## config.mk

```make
export PLATFORM = sky130hd
export DESIGN_NAME = lock_entry_controller
export DESIGN_NICKNAME = d
export VERILOG_FILES = /design/src/rtl/lock_entry_controller.sv
export SDC_FILE = /design/constraint.sdc
export NUM_CORES = 1
export LEC_CHECK = 0
export ABC_CLOCK_PERIOD_IN_PS = 2700
export CORE_ASPECT_RATIO = 0.6
export CORE_UTILIZATION = 40
export CTS_CLUSTER_SIZE = 10
export DETAILED_ROUTE_END_ITERATION = 10
export PLACE_DENSITY = 0.7
export SYNTH_ARGS = -nofsm -noshare
export SYNTH_HDL_FRONTEND = slang
export SYNTH_SLANG_ARGS = --single-unit
```

## constraint.sdc

```tcl
create_clock -name Clock -period 2.7 [get_ports Clock]
set_clock_uncertainty 0.05 [all_clocks]
set_input_delay 0.27 -clock Clock [delete_from_list [all_inputs] [get_ports Clock]]
set_output_delay 0.27 -clock Clock [all_outputs]
set_load 0.01 [all_outputs]
```

## src/rtl/lock_entry_controller.sv

```systemverilog
// Code-entry sequencer for the automatic lock: converts button levels to single-cycle symbols,
// checks a CODE_LEN-symbol entry, and manages unlock hold, inter-symbol timeout and lockout.
module lock_entry_controller #(
    parameter int                  CODE_LEN       = 4,
    parameter logic [CODE_LEN-1:0] CODE           = 4'b1010,
    parameter int                  TIMEOUT        = 1000,
    parameter int                  UNLOCK_CYCLES  = 500,
    parameter int                  MAX_FAIL       = 3,
    parameter int                  LOCKOUT_CYCLES = 5000
) (
    input  logic       Clock,
    input  logic       Reset,
    input  logic       Btn_A,
    input  logic       Btn_B,
    input  logic       Lock_Cmd,
    output logic [1:0] Symbol,
    output logic       Symbol_Valid,
    output logic       Seq_Restart,
    output logic       Unlocked,
    output logic       Locked_Out,
    output logic [1:0] Fail_Count,
    output logic [2:0] State_Code
);

    localparam int TMR_MAX_A = (TIMEOUT > UNLOCK_CYCLES) ? TIMEOUT : UNLOCK_CYCLES;
    localparam int TMR_MAX   = (TMR_MAX_A > LOCKOUT_CYCLES) ? TMR_MAX_A : LOCKOUT_CYCLES;
    localparam int TMR_W     = $clog2(TMR_MAX + 1);
    localparam int CNT_W     = $clog2(CODE_LEN + 1);

    localparam logic [TMR_W-1:0] TIMEOUT_V = TMR_W'(TIMEOUT);
    localparam logic [TMR_W-1:0] UNLOCK_V  = TMR_W'(UNLOCK_CYCLES);
    localparam logic [TMR_W-1:0] LOCKOUT_V = TMR_W'(LOCKOUT_CYCLES);
    localparam logic [CNT_W-1:0] LEN_V     = CNT_W'(CODE_LEN);
    localparam logic [1:0]       FAIL_MAX  = 2'(MAX_FAIL);

    typedef enum logic [2:0] {
        S_IDLE    = 3'd0,
        S_ENTRY   = 3'd1,
        S_CHECK   = 3'd2,
        S_OPEN    = 3'd3,
        S_LOCKOUT = 3'd4
    } state_t;

    state_t              state_q, state_d;
    logic [CODE_LEN-1:0] shift_q, shift_d;
    logic [CNT_W-1:0]    count_q, count_d;
    logic [TMR_W-1:0]    timer_q, timer_d;
    logic [1:0]          fail_q, fail_d;
    logic                prev_a_q, prev_b_q;
    logic [1:0]          symbol_q, symbol_d;
    logic                valid_q, valid_d;
    logic                restart_q, restart_d;
    logic                unlocked_q, unlocked_d;
    logic                locked_out_q, locked_out_d;

    logic press_a, press_b, press, sym_accept;

    // A press needs a clean rising edge on one button while the other is released.
    assign press_a = Btn_A & ~prev_a_q & ~Btn_B;
    assign press_b = Btn_B & ~prev_b_q & ~Btn_A;
    assign press   = press_a | press_b;

    always_comb begin
        state_d    = state_q;
        shift_d    = shift_q;
        count_d    = count_q;
        timer_d    = timer_q;
        fail_d     = fail_q;
        sym_accept = 1'b0;

        case (state_q)
            S_IDLE: begin
                if (press) begin
                    sym_accept = 1'b1;
                    shift_d    = CODE_LEN'(press_a);
                    count_d    = CNT_W'(1);
                    timer_d    = '0;
                    state_d    = (CODE_LEN == 1) ? S_CHECK : S_ENTRY;
                end
            end
            S_ENTRY: begin
                if (Lock_Cmd) begin
                    state_d = S_IDLE;
                    count_d = '0;
                    timer_d = '0;
                end else if (press) begin
                    sym_accept = 1'b1;
                    shift_d    = (shift_q << 1) | CODE_LEN'(press_a);
                    count_d    = count_q + CNT_W'(1);
                    timer_d    = '0;
                    if (count_d == LEN_V) begin
                        state_d = S_CHECK;
                    end
                end else begin
                    timer_d = timer_q + TMR_W'(1);
                    if (timer_d == TIMEOUT_V) begin
                        state_d = S_IDLE;
                        count_d = '0;
                        timer_d = '0;
                    end
                end
            end
            S_CHECK: begin
                count_d = '0;
                timer_d = '0;
                if (shift_q == CODE) begin
                    fail_d  = '0;
                    state_d = S_OPEN;
                end else begin
                    fail_d  = (fail_q == FAIL_MAX) ? fail_q : fail_q + 2'd1;
                    state_d = (fail_d == FAIL_MAX) ? S_LOCKOUT : S_IDLE;
                end
            end
            S_OPEN: begin
                timer_d = timer_q + TMR_W'(1);
                if (Lock_Cmd || timer_d == UNLOCK_V) begin
                    state_d = S_IDLE;
                    timer_d = '0;
                end
            end
            S_LOCKOUT: begin
                timer_d = timer_q + TMR_W'(1);
                if (timer_d == LOCKOUT_V) begin
                    state_d = S_IDLE;
                    timer_d = '0;
                    fail_d  = '0;
                end
            end
            default: begin
                state_d = S_IDLE;
                count_d = '0;
                timer_d = '0;
            end
        endcase

        symbol_d     = sym_accept ? (press_a ? 2'b10 : 2'b01) : 2'b00;
        valid_d      = sym_accept;
        restart_d    = (state_d == S_IDLE) && (state_q != S_IDLE);
        unlocked_d   = (state_d == S_OPEN);
        locked_out_d = (state_d == S_LOCKOUT);
    end

    always_ff @(posedge Clock) begin
        // Edge registers track the buttons even in reset so a held button is not a press.
        prev_a_q <= Btn_A;
        prev_b_q <= Btn_B;
        if (Reset) begin
            state_q      <= S_IDLE;
            shift_q      <= '0;
            count_q      <= '0;
            timer_q      <= '0;
            fail_q       <= '0;
            symbol_q     <= 2'b00;
            valid_q      <= 1'b0;
            restart_q    <= 1'b0;
            unlocked_q   <= 1'b0;
            locked_out_q <= 1'b0;
        end else begin
            state_q      <= state_d;
            shift_q      <= shift_d;
            count_q      <= count_d;
            timer_q      <= timer_d;
            fail_q       <= fail_d;
            symbol_q     <= symbol_d;
            valid_q      <= valid_d;
            restart_q    <= restart_d;
            unlocked_q   <= unlocked_d;
            locked_out_q <= locked_out_d;
        end
    end

    assign Symbol       = symbol_q;
    assign Symbol_Valid = valid_q;
    assign Seq_Restart  = restart_q;
    assign Unlocked     = unlocked_q;
    assign Locked_Out   = locked_out_q;
    assign Fail_Count   = fail_q;
    assign State_Code   = state_q;

endmodule

```

==> run metrics <==
Net Count, Synth=230; Gate power share=8.1%; ys async rst share=0%; Clock Sinks=33; Die X-Extent=90.5 um; CTS Root Cell=clkbuf_8; crit path launch=timer_q[0]$_SDFFE_PP0P_; final antenna diode count=0; antenna viol nets, final=0; gpl congestion=0.862; first-pass GRT wire length=7820 um; Synth cell types=54; final count of hold timing violations=0; Post-Layout Inst Area=2350 sq um; grt ovf=0; DP HPWL=3430 um; max-cap check violation count=0; area leader, netlist=dfxtp_1; required time of the critical path=2.82 ns; top_reg_cell synth=dfxtp_1; net load switching power=0.244 mW; Netlist Area Pre-Place=1880 sq um; DR vias/cell=5.83; IO buf count=15; Layout area overhead=25.3%; TritonCTS Buffers=5; R2R Setup Slk=0.11 ns; wire per inst=15.9 um; CP Class=flip-flop to flip-flop; Die Area=4980 sq um; met1 Use GR=31.4%; Reg2Reg Depth=10; pwr/cell area=456 nW/um^2; synthesis-stage register bit count=33; Hold WC Path Type=flip-flop to flip-flop; Tcrit/Tclk final=95.8%; Non-Filler Instances=308; total track usage=20.5%; initial antenna violation count=0; RR Startpoint=timer_q[0]$_SDFFE_PP0P_; Avg Synthesized Cell Area=8.46 sq um; number of global-route vias before repair=1539; part of the power in registers=46.7%; CTS tree=done; CTS max path bufs=2; H-tree Lvls=2; most common cell in the synthesized netlist=dfxtp_1; Post-synth EDFFs=0; leakage=0.892 nW; RR Endpoint=timer_q[7]$_SDFFE_PP0P_; outcome=finished clean; Post-Synthesis Cells=222; Int Power=0.829 mW; Sw Ratio=22.7%; max frequency=0.387 GHz; top-area cell type share of the netlist area=35.2%; Worst setup EP type=flip-flop; final core occ=54.7%; post-cts hold buffer count=0; die height=55.1 um; dpl cell area=2130 sq um; Core Footprint=4300 sq um; Worst slew margin=50.8%; Max IR drop VDD=0.000257 V; Ports=16; largest net degree at the start of global routing=19; Slew @ Worst Pin=0.732 ns; startpoint type of the worst setup path=flip-flop; fillcell total=386; Worst-Skew Late Latency=0.29 ns; largest cells by area after synthesis=dfxtp_1 (35%), nand2_1 (4.4%), nor3_1 (4.0%); fraction of layout cells with a size suffix above 1=18.5%; row cnt=18; TritonRoute pass-1 iters=4; GR Util met2=27.9%; sequential share of the synthesized area=35.2%; Yosys warning count=0; final setup fails=0; max-slew violations=0; power share of the clock group=45.2%; met3 Use GR=4.78%; most common library cells after synthesis=dfxtp_1 (33), nand2_1 (22), nor2_1 (18); fin nets=255; CP arrival=2.70 ns; end point of the critical path=timer_q[7]$_SDFFE_PP0P_; via count=1795; total power=1.07 mW; Period minus WS final=2.59 ns; Clock transition at path regs=0.07 ns; grt peak-use layer=met1; Total Wirelength=4900 um; top fanout value on the critical path=8; Initial Util=43.7%; Placed Cells=296; Initial DRC Count=159; Min Hold Slack=0.419 ns; detailed-route DRC error count=0; RSZ-0062 raised after global routing=false
-- cell type report --
type,instances,area [sq um],share of cell area (%)
Multi-Input combinational cell,171,1210,51.4
Sequential cell,33,663,28.2
Timing Repair Buffer,31,270,11.5
Clock buffer,7,86.3,3.67
Tap cell,60,75.1,3.19
Clock inverter,1,30.0,1.28
Inverter,5,18.8,0.797
-- sequential cells by signal (all words and copies together), names as in the netlist, 2 cells and up --
name and flops:
timer_q 13, shift_q 4, State_Code 3, count_q 3, Fail_Count 2, Symbol 2
-- cell families (layout without fill, tap and decap cells) --
group           Yosys count  in the layout  synth area share [%]
compound gates           61             62                  26.4
buf+inv                  19             44                  4.93
flops                    33             33                  35.2
simple gates            101            101                  29.1
mux                       1              1                 0.533
xor+xnor                  4              4                  1.87
fa+ha+maj                 3              3                  2.00
-- worst min path at each step --
stage                         endpoint  cells after the start  slack, ns               startpoint
4_1_cts               prev_a_q$_DFF_P_                      1       0.41                    Btn_A
3_3_place_gp   shift_q[3]$_SDFFE_PP0P_                      2       0.40  shift_q[3]$_SDFFE_PP0P_
2_1_floorplan         prev_a_q$_DFF_P_                      0       0.25                    Btn_A
5_1_grt               prev_a_q$_DFF_P_                      1       0.42                    Btn_A
3_5_place_dp   shift_q[3]$_SDFFE_PP0P_                      2       0.40  shift_q[3]$_SDFFE_PP0P_
6_report       shift_q[3]$_SDFFE_PP0P_                      2       0.42  shift_q[3]$_SDFFE_PP0P_
-- what timing repair did --
item / CTS / global route
buffers inserted: 0 / 3
cloned: 0 / 1
setup endpoints to repair: 5 / 19
resized for setup: 3 / 12
pin swaps: 0 / 2
-- power by group through the flow --
| stage | sequential, mW | clock, mW | combinational, mW |
|---|---|---|---|
| finish | 0.501 | 0.485 | 0.0864 |
| global route | 0.501 | 0.517 | 0.0948 |
| CTS | 0.501 | 0.489 | 0.0815 |
| detailed placement | 0.512 | 0 | 0.0793 |
| global placement | 0.511 | 0 | 0.0789 |
| floorplan | 0.512 | 0 | 0.0454 |
-- metrics by stage --
| stage | setup TNS [ns] | setup slack, ns |
|---|---|---|
| floorplan | 0 | 0.184 |
| global placement | 0 | 0.0583 |
| detailed placement | -0.0694 | -0.0316 |
| CTS | 0 | 0.0143 |
| global route | 0 | 0.00550 |
| finish | 0 | 0.113 |
-- worst max-delay path, cell delays in order, from the launching register on --
cell,delay [ns]
dfxtp_1,0.31
ha_1,0.26
nand3_2,0.18
nor4b_2,0.21
o21bai_1,0.17
a2111oi_4,0.45
buf_4,0.21
a21boi_4,0.10
buf_4,0.15
a2111oi_1,0.29
nor2_1,0.08
-- per-layer routing --
metal / part of all wire (%) / wire [um]
met1: 52 / 2560
met2: 39 / 1900
met3: 7.9 / 387
met4: 1.1 / 55
met5: 0 / 0
-- layout by cell type, fill, tap and decap left out, drive strengths merged, types with 3 or more instances in the layout --
cell type / netlist / layout
dfxtp: 33 / 33
nand2b: 3 / 3
nor2: 18 / 18
nand4: 7 / 7
and2: 6 / 6
o21a: 3 / 3
a21oi: 11 / 11
clkdlybuf4s50: 0 / 15
ha: 3 / 3
xor2: 4 / 4
inv: 5 / 5
and3: 7 / 7
nand2: 22 / 22
clkbuf: 7 / 7
o31ai: 7 / 7
nor3: 15 / 15
buf: 7 / 16
o21ai: 9 / 9
nand3: 11 / 11
a2111oi: 10 / 10
a21boi: 2 / 3
nor4: 4 / 4
Power figures use the tool's default switching activity.
